===== src/rtl/ex_mem_skid_stage_pkg.sv =====
// EX->MEM skid stage shared definitions.
// Default widths, FSM encodings, occupancy next-state helper.
package ex_mem_skid_stage_pkg;

  localparam int DATA_W_DEF = 32;
  localparam int WB_W_DEF   = 2;
  localparam int M_W_DEF    = 3;
  localparam int RD_W_DEF   = 5;

  localparam logic [1:0] ST_EMPTY = 2'd0;
  localparam logic [1:0] ST_ONE   = 2'd1;
  localparam logic [1:0] ST_FULL  = 2'd2;

  // Occupancy update ignoring flush/reset.
  function automatic logic [1:0] st_next(
    input logic [1:0] st,
    input logic       in_fire,
    input logic       out_fire
  );
    logic [1:0] nx;
    nx = ST_EMPTY;
    case (st)
      ST_EMPTY: nx = in_fire ? ST_ONE : ST_EMPTY;
      ST_ONE: begin
        if (in_fire && !out_fire)
          nx = ST_FULL;
        else if (!in_fire && out_fire)
          nx = ST_EMPTY;
        else
          nx = ST_ONE;
      end
      ST_FULL: nx = out_fire ? ST_ONE : ST_FULL;
      default: nx = ST_EMPTY;
    endcase
    return nx;
  endfunction

endpackage


===== src/rtl/ex_mem_skid_stage_if.sv =====
// EX->MEM entry bus with valid/ready handshake.
// master drives the entry, slave returns ready.
interface ex_mem_skid_stage_if
  import ex_mem_skid_stage_pkg::*;
#(
  parameter int DATA_W = DATA_W_DEF,
  parameter int WB_W   = WB_W_DEF,
  parameter int M_W    = M_W_DEF,
  parameter int RD_W   = RD_W_DEF
);

  logic              valid;
  logic              ready;
  logic [WB_W-1:0]   wb;
  logic [M_W-1:0]    m;
  logic [DATA_W-1:0] alu;
  logic [DATA_W-1:0] tgt;
  logic              zero;
  logic [DATA_W-1:0] sdata;
  logic [RD_W-1:0]   rd;

  modport master (
    output valid, wb, m, alu, tgt, zero, sdata, rd,
    input  ready
  );

  modport slave (
    input  valid, wb, m, alu, tgt, zero, sdata, rd,
    output ready
  );

endinterface


===== src/rtl/ex_mem_skid_stage_pipe_slot.sv =====
// One EX/MEM entry register (ctrl + data fields).
// Separate clears let flush kill ctrl and optionally data.
module pipe_slot #(
  parameter int DATA_W = 32,
  parameter int WB_W   = 2,
  parameter int M_W    = 3,
  parameter int RD_W   = 5
) (
  input  logic              clk,
  input  logic              rst,
  input  logic              load_i,
  input  logic              clr_ctrl_i,
  input  logic              clr_data_i,
  input  logic [WB_W-1:0]   wb_i,
  input  logic [M_W-1:0]    m_i,
  input  logic [DATA_W-1:0] alu_i,
  input  logic [DATA_W-1:0] tgt_i,
  input  logic              zero_i,
  input  logic [DATA_W-1:0] sdata_i,
  input  logic [RD_W-1:0]   rd_i,
  output logic [WB_W-1:0]   wb_o,
  output logic [M_W-1:0]    m_o,
  output logic [DATA_W-1:0] alu_o,
  output logic [DATA_W-1:0] tgt_o,
  output logic              zero_o,
  output logic [DATA_W-1:0] sdata_o,
  output logic [RD_W-1:0]   rd_o
);

  logic [WB_W-1:0]   wb_q;
  logic [M_W-1:0]    m_q;
  logic [DATA_W-1:0] alu_q;
  logic [DATA_W-1:0] tgt_q;
  logic              zero_q;
  logic [DATA_W-1:0] sdata_q;
  logic [RD_W-1:0]   rd_q;

  // Load entry; clears win over load, reset wins over all.
  always_ff @(posedge clk) begin
    if (rst) begin
      wb_q    <= '0;
      m_q     <= '0;
      alu_q   <= '0;
      tgt_q   <= '0;
      zero_q  <= 1'b0;
      sdata_q <= '0;
      rd_q    <= '0;
    end else begin
      if (load_i) begin
        wb_q    <= wb_i;
        m_q     <= m_i;
        alu_q   <= alu_i;
        tgt_q   <= tgt_i;
        zero_q  <= zero_i;
        sdata_q <= sdata_i;
        rd_q    <= rd_i;
      end
      if (clr_ctrl_i) begin
        wb_q <= '0;
        m_q  <= '0;
      end
      if (clr_data_i) begin
        alu_q   <= '0;
        tgt_q   <= '0;
        zero_q  <= 1'b0;
        sdata_q <= '0;
        rd_q    <= '0;
      end
    end
  end

  assign wb_o    = wb_q;
  assign m_o     = m_q;
  assign alu_o   = alu_q;
  assign tgt_o   = tgt_q;
  assign zero_o  = zero_q;
  assign sdata_o = sdata_q;
  assign rd_o    = rd_q;

endmodule


===== src/rtl/ex_mem_skid_stage.sv =====
// EX->MEM pipeline stage with 2-entry skid buffer.
// Registered in_ready; main slot drives MEM, skid absorbs stalls.
module ex_mem_skid_stage
  import ex_mem_skid_stage_pkg::*;
#(
  parameter int DATA_W     = DATA_W_DEF,
  parameter int WB_W       = WB_W_DEF,
  parameter int M_W        = M_W_DEF,
  parameter int RD_W       = RD_W_DEF,
  parameter bit FLUSH_DATA = 1'b0
) (
  input logic                  clk,
  input logic                  rst,
  input logic                  flush,
  ex_mem_skid_stage_if.slave   ex_i,
  ex_mem_skid_stage_if.master  mem_o
);

  logic [1:0] state_q, state_d;
  logic       in_ready_q, in_ready_d;
  logic       in_fire, out_fire;
  logic       main_ld, skid_ld, main_from_skid;
  logic       clr_data;

  logic [WB_W-1:0]   skid_wb,    main_wb_d;
  logic [M_W-1:0]    skid_m,     main_m_d;
  logic [DATA_W-1:0] skid_alu,   main_alu_d;
  logic [DATA_W-1:0] skid_tgt,   main_tgt_d;
  logic              skid_zero,  main_zero_d;
  logic [DATA_W-1:0] skid_sdata, main_sdata_d;
  logic [RD_W-1:0]   skid_rd,    main_rd_d;

  assign in_fire  = ex_i.valid & in_ready_q;
  assign out_fire = mem_o.valid & mem_o.ready;
  assign clr_data = flush & FLUSH_DATA;

  assign ex_i.ready  = in_ready_q;
  assign mem_o.valid = (state_q != ST_EMPTY);

  // Occupancy FSM and slot load decisions; flush kills everything.
  always_comb begin
    state_d        = st_next(state_q, in_fire, out_fire);
    main_ld        = 1'b0;
    skid_ld        = 1'b0;
    main_from_skid = 1'b0;
    case (state_q)
      ST_EMPTY: main_ld = in_fire;
      ST_ONE: begin
        main_ld = in_fire & out_fire;
        skid_ld = in_fire & ~out_fire;
      end
      ST_FULL: begin
        main_ld        = out_fire;
        main_from_skid = 1'b1;
      end
      default: ;
    endcase
    if (flush) begin
      state_d = ST_EMPTY;
      main_ld = 1'b0;
      skid_ld = 1'b0;
    end
    in_ready_d = (state_d != ST_FULL);
  end

  // Main slot source: skid on drain from FULL, else EX.
  always_comb begin
    main_wb_d    = ex_i.wb;
    main_m_d     = ex_i.m;
    main_alu_d   = ex_i.alu;
    main_tgt_d   = ex_i.tgt;
    main_zero_d  = ex_i.zero;
    main_sdata_d = ex_i.sdata;
    main_rd_d    = ex_i.rd;
    if (main_from_skid) begin
      main_wb_d    = skid_wb;
      main_m_d     = skid_m;
      main_alu_d   = skid_alu;
      main_tgt_d   = skid_tgt;
      main_zero_d  = skid_zero;
      main_sdata_d = skid_sdata;
      main_rd_d    = skid_rd;
    end
  end

  // State and registered ready.
  always_ff @(posedge clk) begin
    if (rst) begin
      state_q    <= ST_EMPTY;
      in_ready_q <= 1'b1;
    end else begin
      state_q    <= state_d;
      in_ready_q <= in_ready_d;
    end
  end

  pipe_slot #(
    .DATA_W(DATA_W), .WB_W(WB_W), .M_W(M_W), .RD_W(RD_W)
  ) u_main (
    .clk       (clk),
    .rst       (rst),
    .load_i    (main_ld),
    .clr_ctrl_i(flush),
    .clr_data_i(clr_data),
    .wb_i      (main_wb_d),
    .m_i       (main_m_d),
    .alu_i     (main_alu_d),
    .tgt_i     (main_tgt_d),
    .zero_i    (main_zero_d),
    .sdata_i   (main_sdata_d),
    .rd_i      (main_rd_d),
    .wb_o      (mem_o.wb),
    .m_o       (mem_o.m),
    .alu_o     (mem_o.alu),
    .tgt_o     (mem_o.tgt),
    .zero_o    (mem_o.zero),
    .sdata_o   (mem_o.sdata),
    .rd_o      (mem_o.rd)
  );

  pipe_slot #(
    .DATA_W(DATA_W), .WB_W(WB_W), .M_W(M_W), .RD_W(RD_W)
  ) u_skid (
    .clk       (clk),
    .rst       (rst),
    .load_i    (skid_ld),
    .clr_ctrl_i(flush),
    .clr_data_i(clr_data),
    .wb_i      (ex_i.wb),
    .m_i       (ex_i.m),
    .alu_i     (ex_i.alu),
    .tgt_i     (ex_i.tgt),
    .zero_i    (ex_i.zero),
    .sdata_i   (ex_i.sdata),
    .rd_i      (ex_i.rd),
    .wb_o      (skid_wb),
    .m_o       (skid_m),
    .alu_o     (skid_alu),
    .tgt_o     (skid_tgt),
    .zero_o    (skid_zero),
    .sdata_o   (skid_sdata),
    .rd_o      (skid_rd)
  );

endmodule


===== src/flat_wrapper.sv =====
// flat-port wrapper written by rule: the top's interface ports become plain ports
module ex_mem_skid_stage_flat import ex_mem_skid_stage_pkg::*;
#(
  parameter int DATA_W     = DATA_W_DEF,
  parameter int WB_W       = WB_W_DEF,
  parameter int M_W        = M_W_DEF,
  parameter int RD_W       = RD_W_DEF,
  parameter bit FLUSH_DATA = 1'b0
)
  (clk, rst, flush, ex_i_valid, ex_i_wb, ex_i_m, ex_i_alu, ex_i_tgt, ex_i_zero, ex_i_sdata, ex_i_rd, ex_i_ready, mem_o_valid, mem_o_wb, mem_o_m, mem_o_alu, mem_o_tgt, mem_o_zero, mem_o_sdata, mem_o_rd, mem_o_ready);
  ex_mem_skid_stage_if #(.DATA_W(DATA_W), .WB_W(WB_W), .M_W(M_W), .RD_W(RD_W)) ex_i_i ();
  ex_mem_skid_stage_if #(.DATA_W(DATA_W), .WB_W(WB_W), .M_W(M_W), .RD_W(RD_W)) mem_o_i ();
  input logic clk;
  input logic rst;
  input logic flush;
  input wire logic [$bits(ex_i_i.valid)-1:0] ex_i_valid;
  input wire logic [$bits(ex_i_i.wb)-1:0] ex_i_wb;
  input wire logic [$bits(ex_i_i.m)-1:0] ex_i_m;
  input wire logic [$bits(ex_i_i.alu)-1:0] ex_i_alu;
  input wire logic [$bits(ex_i_i.tgt)-1:0] ex_i_tgt;
  input wire logic [$bits(ex_i_i.zero)-1:0] ex_i_zero;
  input wire logic [$bits(ex_i_i.sdata)-1:0] ex_i_sdata;
  input wire logic [$bits(ex_i_i.rd)-1:0] ex_i_rd;
  output wire logic [$bits(ex_i_i.ready)-1:0] ex_i_ready;
  output wire logic [$bits(mem_o_i.valid)-1:0] mem_o_valid;
  output wire logic [$bits(mem_o_i.wb)-1:0] mem_o_wb;
  output wire logic [$bits(mem_o_i.m)-1:0] mem_o_m;
  output wire logic [$bits(mem_o_i.alu)-1:0] mem_o_alu;
  output wire logic [$bits(mem_o_i.tgt)-1:0] mem_o_tgt;
  output wire logic [$bits(mem_o_i.zero)-1:0] mem_o_zero;
  output wire logic [$bits(mem_o_i.sdata)-1:0] mem_o_sdata;
  output wire logic [$bits(mem_o_i.rd)-1:0] mem_o_rd;
  input wire logic [$bits(mem_o_i.ready)-1:0] mem_o_ready;
  assign ex_i_i.valid = ex_i_valid;
  assign ex_i_i.wb = ex_i_wb;
  assign ex_i_i.m = ex_i_m;
  assign ex_i_i.alu = ex_i_alu;
  assign ex_i_i.tgt = ex_i_tgt;
  assign ex_i_i.zero = ex_i_zero;
  assign ex_i_i.sdata = ex_i_sdata;
  assign ex_i_i.rd = ex_i_rd;
  assign ex_i_ready = ex_i_i.ready;
  assign mem_o_valid = mem_o_i.valid;
  assign mem_o_wb = mem_o_i.wb;
  assign mem_o_m = mem_o_i.m;
  assign mem_o_alu = mem_o_i.alu;
  assign mem_o_tgt = mem_o_i.tgt;
  assign mem_o_zero = mem_o_i.zero;
  assign mem_o_sdata = mem_o_i.sdata;
  assign mem_o_rd = mem_o_i.rd;
  assign mem_o_i.ready = mem_o_ready;
  ex_mem_skid_stage #(.DATA_W(DATA_W), .WB_W(WB_W), .M_W(M_W), .RD_W(RD_W), .FLUSH_DATA(FLUSH_DATA)) u_core (.clk(clk), .rst(rst), .flush(flush), .ex_i(ex_i_i), .mem_o(mem_o_i));
endmodule

===== config.mk =====
export PLATFORM = sky130hd
export DESIGN_NAME = ex_mem_skid_stage_flat
export DESIGN_NICKNAME = d
export VERILOG_FILES = /design/src/rtl/ex_mem_skid_stage_pkg.sv /design/src/rtl/ex_mem_skid_stage_if.sv /design/src/rtl/ex_mem_skid_stage_pipe_slot.sv /design/src/rtl/ex_mem_skid_stage.sv /design/src/flat_wrapper.sv
export SDC_FILE = /design/constraint.sdc
export NUM_CORES = 1
export LEC_CHECK = 0
export BUFFER_PORTS_ARGS = -buffer_cell sky130_fd_sc_hd__buf_4
export CAP_MARGIN = 20
export CORE_MARGIN = 2
export CORE_UTILIZATION = 35
export CTS_CLUSTER_DIAMETER = 50
export DETAILED_ROUTE_END_ITERATION = 6
export PLACE_DENSITY = 0.6
export SETUP_SLACK_MARGIN = 0.1
export SYNTH_ARGS = -nofsm -noshare
export SYNTH_HDL_FRONTEND = slang
export SYNTH_HIERARCHICAL = 1
export SYNTH_SLANG_ARGS = --single-unit
export TNS_END_PERCENT = 5

===== constraint.sdc =====
create_clock -name clk -period 2.3 [get_ports clk]
set_clock_uncertainty 0.1 [all_clocks]
set_input_delay 0.46 -clock clk [delete_from_list [all_inputs] [get_ports clk]]
set_output_delay 0.46 -clock clk [all_outputs]
set_load 0.005 [all_outputs]

# Word level (Yosys, flattened, before mapping)
# Index checks and enable logic that the tools add are counted.
# op_classes
n_eq_ne	3
n_mux	18
bitwise_logic	5
n_reduce_logical	7
# op_table
op	count
$mux W32	3
$mux W2	4
$mux W1	7
$pmux W2 S3	1
$mux W5	1
$and A1 B1 Y1	4
$mux W3	1
$pmux W1 S3	1
$eq A2 B1 Y1 const B	1
$eq A2 B2 Y1 const B	1
$logic_and A1 B1 Y1	2
$logic_not A1 Y1	2
$logic_not A2 Y1	1
$ne A2 B2 Y1 const B	1
$reduce_bool A2 Y1	1
$reduce_or A2 Y1	1
$not A1 Y1	1
# word_totals
regBits	217
in_bits	112
out_inout_bits	109
word_cells	49

# Logic depth before layout (Yosys ltp)
# Gate-level depths: netlist of run 1.
# logic_depth
word_depth	8
depth_mapped	11
ltp_nobuf	8

# Cells and area by module
# Netlist of run 1, hierarchy kept.
# modules_own_cells
module	n_inst	cells_each	area_per_inst_um2	seq_area_each_um2
pipe_slot	2	345	3856.2	2142.1
ex_mem_skid_stage	1	370	1574.0	60.1

# Worst setup path after synthesis of run 1
# Ideal clock, no wire load.
# synth_path
path_type	flip-flop to flip-flop
start	register u_core.state_q[1]
end	register u_core.u_main.alu_q[10] (netlist: u_core/u_main/alu_o[10])
setup_ns	0.114
t_arrival_ns	1.898
t_required_ns	2.086
setup_slack_ns	0.187
path_stages_with_launch	12
path_buffers	3
synth_period_minus_slack_ns	2.113
cell_sequence	dfxtp_1 -> or2_2 -> and2_1 -> ha_1 -> nand2_1 -> o2bb2ai_1 -> o21ba_2 -> buf_4 -> buf_6 -> buf_6 -> mux2i_1 -> nor2_1
# synth_between
elab_chain_cells	5
elab_cells_between_ends	10
cone_classes	eq/ne (2); mux (4); bitwise (2); reduce/logical (2)
# synth_lines
element	line	rtl
from (decl)	ex_mem_skid_stage.sv:19	logic [1:0] state_q, state_d;
from (signal assigned)	ex_mem_skid_stage.sv:92	state_q <= state_d;
$reduce_bool A2 Y1 (*)	ex_mem_skid_stage.sv:38	assign mem_o.valid = (state_q != ST_EMPTY);
named net mem_o_valid	flat_wrapper.sv:25	output wire logic [$bits(mem_o_i.valid)-1:0] mem_o_valid;
$and A1 B1 Y1 (*)	ex_mem_skid_stage.sv:34	assign out_fire = mem_o.valid & mem_o.ready;
$and A1 B1 Y1	ex_mem_skid_stage.sv:49	main_ld = in_fire & out_fire;
$pmux W1 S3 (*)	ex_mem_skid_stage.sv:46	case (state_q)
$mux W1 (*)	ex_mem_skid_stage.sv:58	if (flush) begin
named net u_core.main_ld	ex_mem_skid_stage.sv:22	logic main_ld, skid_ld, main_from_skid;
to (signal assigned)	ex_mem_skid_stage_pipe_slot.sv:52	alu_q <= alu_i;
to (decl)	ex_mem_skid_stage_pipe_slot.sv:32	logic [DATA_W-1:0] alu_q;
# The timed path passes the listed nets; every way through them passes the cells marked *.
# A chain may end at the register's enable or synchronous reset.

# Final worst setup path of run 1
# layout_path
start	register u_core.state_q[1]
end	register u_core.u_skid.tgt_q[2] (netlist: u_core/u_skid/tgt_o[2])
# layout_between
elab_chain_cells	6
elab_cells_between_ends	7
cone_classes	eq/ne (1); mux (2); bitwise (3); reduce/logical (1)
# layout_lines
element	line	rtl
$reduce_bool A2 Y1	ex_mem_skid_stage.sv:38	
$and A1 B1 Y1	ex_mem_skid_stage.sv:34	
$not A1 Y1	ex_mem_skid_stage.sv:50	skid_ld = in_fire & ~out_fire;
$and A1 B1 Y1	ex_mem_skid_stage.sv:50	
$mux W1 (*)	ex_mem_skid_stage.sv:46	
$mux W1 (*)	ex_mem_skid_stage.sv:58	
named net u_core.skid_ld	ex_mem_skid_stage.sv:22	
to (signal assigned)	ex_mem_skid_stage_pipe_slot.sv:53	tgt_q <= tgt_i;
to (decl)	ex_mem_skid_stage_pipe_slot.sv:33	logic [DATA_W-1:0] tgt_q;
# Marked as above.

==> impl_metrics.yaml, run 1 <==
floorplanning:
  die_w_um: 167
  dieArea_mm2: 0.0279
  core_mm2: 0.0261
  initial_utilization_pct: 35.6
  die_h_um: 167
  ios: 221
  rows: 59
critical_path:
  end_kind: "register"
  cp-start-kind: "register"
  crit_chain: "or2_4 > and2_4 > inv_4 > ha_4 > nand2_4 > nor3_4 > buf_6 > clkbuf_16 > mux2i_1 > nor2_1"
  cp_max_fo: 7
  path_class: "register to register"
  cp_slowest_stage_delay_ps: 320
  crit_slowest_cell: "dfxtp_2"
  worstPathArrival_ps: 2420
  cp.required_ps: 2610
timing:
  timing.fmax_mhz: 473
  worstMarginPinSlew_ps: 554
  setup_viol: 0
  min_period_ps: 2110
  rsz0062_at_grt: "false"
  timing.final.crit_share_pct: 91.9
  tns_ps: 0
  slew_violations: 0
  finalHoldViolations: 0
  worst_slack_ps: 186
  slew_headroom_pct: 63.1
cts:
  cts_tree: "built"
  clock_tree.root_cell: "clkbuf_16"
  clk_pin_slew_ps: 60
  h-tree-depth: 1
  clk_path_buf_depth: 3
  clkLatencyLatePin_ps: 530
  cts_sinks: 217
  cts_buffers: 28
finish:
  multi_input_area_mm2: 0.00448
  fill_cells: 2521
  seq_area_mm2: 0.00435
  area_delta_synth_final_pct: 35.5
  insertedDiodeCount: 0
  design_area_mm2: 0.0126
  drive_gt1_share_pct: 26.4
  nets: 1395
power_and_ir_drop:
  power.clock.fraction_pct: 47.5
  intPower_mw: 6.74
  swShare_pct: 24.1
  seq_power_share_pct: 43.3
  ir_worst_vdd_mv: 0.496
  total_power_mw: 8.87
  comb_power_share_pct: 9.2
  power_density_mw_per_mm2: 705
  cellLeakagePower_nw: 5.32
  p_sw_mw: 2.14
placement:
  io_buffers: 220
  dpl-instance-area_mm2: 0.0113
  finalWeightedCongestion: 0.751
  dp_slack_ps: 147
  dp_hpwl_um: 15200
detailed_routing:
  viasPerCell: 4.61
  post_drt_wl_per_cell_um: 15.4
  drt_iter0_markers: 422
  drtAntennaViolNets: 0
  drcViolationCount: 0
  via_count: 7545
  drt-total-wl_um: 25300
  dr.pass1.iters: 4
grt:
  antenna_found_initial: 0
  grt_pass1_vias: 7145
  globalRouteOverflowTotal: 0
  met3_usage_pct: 4.63
  use_met1_pct: 21.3
  grt_max_degree: 109
  grt.busiest_layer: "met2"
  grt_first_pass_wirelength_um: 37600
  grt_use_met2_pct: 27.2
  grt_use_total_pct: 16.5
synthesis:
  ys.flop_type: "dfxtp_1"
  syn_inst: 1060
  ys_seq_area_share_pct: 46.8
  synth-seq-cells: 217
  yosysTopAreaCellShare_pct: 46.8
  yosysUniqueCellTypes: 25
  synthTopCellsByArea: "dfxtp_1 (47%), mux2i_1 (23%), nand2_1 (13%)"
  syn-cell-area_mm2: 0.00929
  syn_area_per_cell_um2: 8.76
  synth_edf_count: 0
  synth-async-reset-ratio_pct: 0
  yosysMostFrequentCell: "nand2_1"
  yosys_warnings: 6
  synth_top_area_cell: "dfxtp_1"
  ys_top_cells_by_count: "nand2_1 (324), dfxtp_1 (217), mux2i_1 (214), nor2_1 (184), buf_2 (29)"
job:
  cap_violations: 0
hold_path:
  hp-class: "primary input to register"
run_status:
  status: "complete, no violations"
-- kinds of logic (layout without fill, tap and decap cells) --
family | after synthesis | in the layout | synth area share [%]
simple gates | 551 | 551 | 23.4
flops | 217 | 217 | 46.8
mux | 214 | 214 | 23.1
buf+inv | 71 | 313 | 6.01
compound gates | 4 | 4 | 0.418
fa+ha+maj | 2 | 2 | 0.269
other cells | 1 | 2 | 0.0404
-- metrics by stage --
step	cells	hold WS, ps	utilization [%]
finish	1638	72.5	48.3
global route	1638	59.3	48.3
CTS	1625	50.9	46.8
detailed placement	1573	380	43.4
global placement	1573	372	43.4
floorplan	1061	360	-
-- power by group through the flow --
stage	registers, mW	clock network [mW]	logic (mW)
after CTS	3.84	4.33	0.791
after global routing	3.85	4.53	0.889
after floorplan	3.92	0	0.424
after detailed placement	3.93	0	0.788
final	3.84	4.21	0.814
after global placement	3.92	0	0.783
-- timing repair --
| action | in CTS | in global routing |
|---|---|---|
| resized for setup | 0 | 26 |
| setup buffers | 0 | 1 |
| setup endpoints to repair | 0 | 52 |
| hold buffers | 0 | 0 |
-- metal layers --
layer / routed length [um] / vias up / share of wire, %
li1: - / 3855 / -
met1: 11400 / 3473 / 45
met2: 11700 / 183 / 46
met3: 1690 / 34 / 6.7
met4: 468 / 0 / 1.9
met5: 0 / - / 0
-- state kept, by name, indices dropped and copies added, names as in the netlist --
register and cells:
u_core/u_skid/sdata_o 32, u_core/u_main/zero_o 1, u_core/ex_i.ready 1, u_core/u_main/rd_o 5
u_core/u_main/wb_o 2, u_core/u_main/sdata_o 32, u_core/u_skid/alu_o 32, u_core/u_skid/tgt_o 32
u_core/u_main/tgt_o 32, u_core/u_skid/wb_o 2, u_core/u_skid/zero_o 1, u_core/u_main/m_o 3
u_core/u_skid/rd_o 5, u_core/state_q 2, u_core/u_skid/m_o 3, u_core/u_main/alu_o 32
-- worst paths after layout --
| kind | from | endpoint | slack [ps] | cells after the start |
|---|---|---|---|---|
| max | u_core/state_q[1] | u_core/u_skid/tgt_o[2] | 190 | 10 |
| min | ex_i_tgt[18] | u_core/u_skid/tgt_o[18] | 70 | 3 |
| min reg2reg | u_core/u_skid/tgt_o[30] | u_core/u_skid/tgt_o[30] | 390 | 2 |
| max reg2reg | u_core/state_q[1] | u_core/u_skid/tgt_o[2] | 190 | 10 |
-- layout by cell type (no fill, tap or decap), types with 4 or more instances in the layout --
cell type  instances
buf_12            19
buf_4            225
buf_6              4
clkbuf_1           6
clkbuf_16         38
clkbuf_8           5
clkinv_2           4
dfxtp_1          216
inv_6              5
mux2i_1          210
nand2_1          323
nor2_1           184
nor2_2            20
nor3_1            11
-- area by class of cell --
cell class / instances / area share, %
clock buffer: 40 / 6.49
clock inverter: 12 / 0.716
inverter: 1 / 0.0497
multi-input combinational: 773 / 35.6
sequential: 217 / 34.5
tap: 335 / 3.33
timing repair buffer: 260 / 19.3
-- worst max-delay path, delay by kind of cell, from the launching register on --
family | cells | cell delay [ps]
adders and majority gates | 1 | 130
buffers and inverters | 3 | 450
DFF | 1 | 320
muxes | 1 | 190
and+or+nand+nor | 5 | 790
(Power assumes the default switching activity.)
==> run 2: changes to the inputs <==
--- a/config.mk
+++ b/config.mk
@@ -7,7 +7,6 @@
 export LEC_CHECK = 0
 export BUFFER_PORTS_ARGS = -buffer_cell sky130_fd_sc_hd__buf_4
 export CAP_MARGIN = 20
-export CORE_MARGIN = 2
 export CORE_UTILIZATION = 35
 export CTS_CLUSTER_DIAMETER = 50
 export DETAILED_ROUTE_END_ITERATION = 6
==> impl_metrics.yaml, run 2 (synthesis results as in run 1) <==
run_status:
  status: "complete, no violations"
grt:
  antenna_found_initial: 0
  grt_max_degree: 109
  grt.busiest_layer: "met2"
  grt_use_met2_pct: 28.7
  grt_use_total_pct: 17.1
  grt_pass1_vias: 7180
  met3_usage_pct: 3.69
  use_met1_pct: 22.2
  globalRouteOverflowTotal: 0
  grt_first_pass_wirelength_um: 37300
floorplanning:
  die_w_um: 165
  rows: 59
  ios: 221
  die_h_um: 165
  initial_utilization_pct: 35.6
  core_mm2: 0.0261
  dieArea_mm2: 0.0272
cts:
  clk_pin_slew_ps: 60
  cts_tree: "built"
  cts_sinks: 217
  clk_path_buf_depth: 3
  h-tree-depth: 1
  clkLatencyLatePin_ps: 530
  cts_buffers: 28
  clock_tree.root_cell: "clkbuf_16"
timing:
  slew_headroom_pct: 61.7
  slew_violations: 0
  min_period_ps: 2140
  timing.final.crit_share_pct: 92.9
  finalHoldViolations: 0
  worstMarginPinSlew_ps: 575
  tns_ps: 0
  rsz0062_at_grt: "false"
  setup_viol: 0
  timing.fmax_mhz: 468
finish:
  insertedDiodeCount: 0
  nets: 1392
  area_delta_synth_final_pct: 34.6
  utilization_pct: 48.0
  drive_gt1_share_pct: 26.0
  final_common_cell: "nand2_1"
  final_cell_mix: "nand2_1 (323), buf_4 (227), dfxtp_1 (216), mux2i_1 (209), nor2_1 (184)"
detailed_routing:
  drcViolationCount: 0
  via_count: 7577
  dr.pass1.iters: 5
  post_drt_wl_per_cell_um: 15.1
  drt_iter0_markers: 349
  drt-total-wl_um: 24600
  drtAntennaViolNets: 0
  viasPerCell: 4.65
critical_path:
  path_class: "register to register"
  end_kind: "register"
  cp.required_ps: 2600
  worstPathArrival_ps: 2440
  cp-start-kind: "register"
  cp_max_fo: 6
placement:
  finalWeightedCongestion: 0.751
  io_buffers: 220
  dp_hpwl_um: 15000
job:
  cap_violations: 0
power_and_ir_drop:
  cellLeakagePower_nw: 5.28
  power_density_mw_per_mm2: 740
  ir_worst_vdd_mv: 0.417
hold_path:
  hp-class: "primary input to register"
==> run 2: repair_timing <==
item / CTS / global route
gates resized for setup: 0 / 28
hold buffers: 0 / 0
setup buffers: 0 / 3
setup endpoints to repair: 0 / 82
==> run 2: worst paths after layout <==
check                                      startpoint                   endpoint  slack (ps)  cells past startpoint
worst max-delay path                u_core/state_q[1]     u_core/u_skid/tgt_o[9]         160                     11
worst min-delay path                   ex_i_sdata[18]  u_core/u_skid/sdata_o[18]          80                      3
worst max register to register      u_core/state_q[1]     u_core/u_skid/tgt_o[9]         160                     11
worst min register to register  u_core/u_skid/rd_o[3]      u_core/u_skid/rd_o[3]         390                      2
==> run 2: critical path, cell delays in order (launching register included) <==
cell and delay (ps):
dfxtp_2 320, or2_4 250, and2_4 160, inv_2 60
ha_4 120, nand2_2 50, nor3_4 250, buf_6 160
clkbuf_16 150, clkbuf_16 150, mux2i_1 190, nor2_1 60
==> run 2: per-layer routing <==
layer  share of wire (%)  up-vias
met1                  46     3506
met3                 6.4       38
met5                   0        -
met2                  46      199
li1                    -     3834
met4                 2.2        0
==> run 2: where the power goes <==
| part | internal (mW) | total [mW] | leakage [nW] | switching, mW |
|---|---|---|---|---|
| Clock | 3.00 | 4.63 | 0.475 | 1.63 |
| Sequential | 3.81 | 3.84 | 1.75 | 0.0308 |
| Combinational | 0.400 | 0.782 | 3.05 | 0.382 |
==> run 2: final cells by class <==
type | instances | area, um^2
Clock buffer | 37 | 766
Clock inverter | 11 | 215
Fill cell | 2523 | 13600
Inverter | 1 | 3.75
Multi-Input combinational cell | 773 | 4460
Sequential cell | 217 | 4350
Tap cell | 335 | 419
Timing Repair Buffer | 257 | 2290
==> run 2: stage by stage <==
step	cell area (um^2)	setup WS, ps	total power [mW]	std cells	hold slack, ps
after global placement	11200	210	4.68	1572	371
after CTS	12200	171	9.35	1620	57.7
after detailed placement	11200	179	4.68	1572	381
after floorplan	9290	187	4.35	1061	360
after global routing	12500	83.0	9.64	1631	67.6
final	12500	163	9.26	1631	78.6
==> run 3: changes to the inputs <==
--- a/config.mk
+++ b/config.mk
@@ -14,6 +14,5 @@
 export SETUP_SLACK_MARGIN = 0.1
 export SYNTH_ARGS = -nofsm -noshare
 export SYNTH_HDL_FRONTEND = slang
-export SYNTH_HIERARCHICAL = 1
 export SYNTH_SLANG_ARGS = --single-unit
 export TNS_END_PERCENT = 5
==> impl_metrics.yaml, run 3 <==
cts:
  clkLatencyLatePin_ps: 520
  clock_tree.root_cell: "clkbuf_16"
  h-tree-depth: 1
  cts_sinks: 217
  clk_path_buf_depth: 3
  postCtsSetupBuffers: 0
  cts_hold_buf: 0
  cts_tree: "built"
  cts_buffers: 28
  clk_pin_slew_ps: 60
  cts.repair.resized: 0
grt:
  grt_use_total_pct: 19.1
  globalRouteOverflowTotal: 0
  grt_first_pass_wirelength_um: 43400
  grt_max_degree: 64
  antenna_found_initial: 0
  grt_pass1_vias: 8004
timing:
  rsz0062_at_grt: "true"
  timing.final.crit_share_pct: 93.4
  worst_hold_slack_ps: 81.1
  timing.fmax_mhz: 465
  worstMarginPinSlew_ps: 689
  tns_ps: 0
  slew_headroom_pct: 53.9
  slew_violations: 0
  min_period_ps: 2150
  finalHoldViolations: 0
  setup_viol: 0
placement:
  io_buffers: 220
  finalWeightedCongestion: 0.792
  dp_hpwl_um: 16800
finish:
  fill_cells: 2647
  final_common_cell: "nand2_1"
  area_delta_synth_final_pct: 32.3
  seq_area_mm2: 0.00435
  insertedDiodeCount: 0
  nets: 1384
  final_cell_mix: "nand2_1 (312), buf_4 (239), dfxtp_1 (215), mux2i_1 (112), or3b_2 (108)"
  drive_gt1_share_pct: 32.6
  multi_input_area_mm2: 0.00478
run_status:
  status: "complete, no violations"
floorplanning:
  initial_utilization_pct: 35.5
  die_w_um: 167
  core_mm2: 0.0269
  rows: 60
  die_h_um: 167
  dieArea_mm2: 0.0279
  ios: 221
synthesis:
  synth-async-reset-ratio_pct: 0
  ys_top_cells_by_count: "nand2_1 (312), dfxtp_1 (217), mux2i_1 (112), or3b_2 (108), o211ai_1 (107)"
  syn_area_per_cell_um2: 8.74
  ys.flop_type: "dfxtp_1"
  synth_edf_count: 0
  syn-cell-area_mm2: 0.00954
  ys_seq_area_share_pct: 45.5
  synthTopCellsByArea: "dfxtp_1 (46%), nand2_1 (12%), mux2i_1 (12%)"
  yosys_warnings: 0
  yosysMostFrequentCell: "nand2_1"
  synth_nets: 1206
  yosysUniqueCellTypes: 26
  yosysTopAreaCellShare_pct: 45.5
  syn_inst: 1092
  synth-seq-cells: 217
  synth_top_area_cell: "dfxtp_1"
power_and_ir_drop:
  ir_worst_vdd_mv: 0.525
  total_power_mw: 9.39
  power_density_mw_per_mm2: 744
  cellLeakagePower_nw: 5.21
critical_path:
  cp_max_fo: 23
  cp.depth: 8
  r2r-start: "u_core.state_q[0]"
  crit_slowest_cell: "dfxtp_4"
  cp_common_cell: "buf_12"
  r2r_cells: 8
  path_class: "register to register"
  crit_buf_inv: 2
  worstPathArrival_ps: 2490
  cp-start-kind: "register"
  end_kind: "register"
  crit_chain: "or2_4 > and2_4 > ha_1 > nor4bb_1 > a211oi_4 > buf_12 > buf_12 > mux2i_1"
  critical-path-top-delay-family: "simple AND/OR/NAND/NOR gates"
  cp_slowest_stage_delay_ps: 390
  cp.required_ps: 2640
  cp-startpoint: "u_core.state_q[0]"
detailed_routing:
  via_count: 8280
  drt-total-wl_um: 27200
  dr.pass1.iters: 4
  drt_iter0_markers: 569
  drcViolationCount: 0
  drtAntennaViolNets: 0
  viasPerCell: 5.08
  post_drt_wl_per_cell_um: 16.7
hold_path:
  min_path_cells: 3
  hold_path.startpoint: "mem_o_ready"
  hp-class: "primary input to register"
job:
  cap_violations: 0
run 3: metrics by stage:
stage               std cells  worst slack, ps  cell area [um^2]  utilization, %
finish                   1631              152             12600            46.9
global route             1631             67.8             12600            46.9
CTS                      1630              161             12600            46.9
detailed placement       1580              176             11600            43.3
global placement         1580              208             11600            43.3
floorplan                1092              100              9580               -
run 3: tightest hold or removal path, cell delays in order:
cell	delay, ps
buf_4	100
nand2_1	60
nand3_1	60
run 3: worst paths after layout:
check                                    to  slack [ps]
setup / recovery  u_core.u_main.sdata_o[29]         150
hold / removal            u_core.ex_i.ready          80
setup reg to reg  u_core.u_main.sdata_o[29]         150
hold reg to reg     u_core.u_skid.alu_o[11]         350
run 3: power breakdown:
part | internal, mW | switching (mW)
combinational | 0.475 | 0.446
sequential | 3.89 | 0.0738
clock | 2.80 | 1.70
run 3: cell type report:
type | count | share of cell area, %
Multi-Input combinational cell | 768 | 37.9
Sequential cell | 217 | 34.5
Timing Repair Buffer | 253 | 16.4
Clock buffer | 35 | 6.33
Tap cell | 341 | 3.38
Clock inverter | 15 | 1.40
Inverter | 2 | 0.0992
run 3: per-layer routing:
layer	track usage [%]	routed length, um
met5	0	0
met4	4.87	493
met3	4.07	1670
met2	31.5	12900
met1	25.2	12200
run 3: kinds of logic (layout without fill, tap and decap cells):
family / count (synthesis) / after routing / synth area share (%)
AOI/OAI and AO/OA: 213 / 213 / 14.0
adders and majority gates: 2 / 2 / 0.262
muxes: 112 / 112 / 11.8
and+or+nand+nor: 440 / 441 / 23.5
DFF: 217 / 217 / 45.5
buffers and inverters: 108 / 305 / 4.87
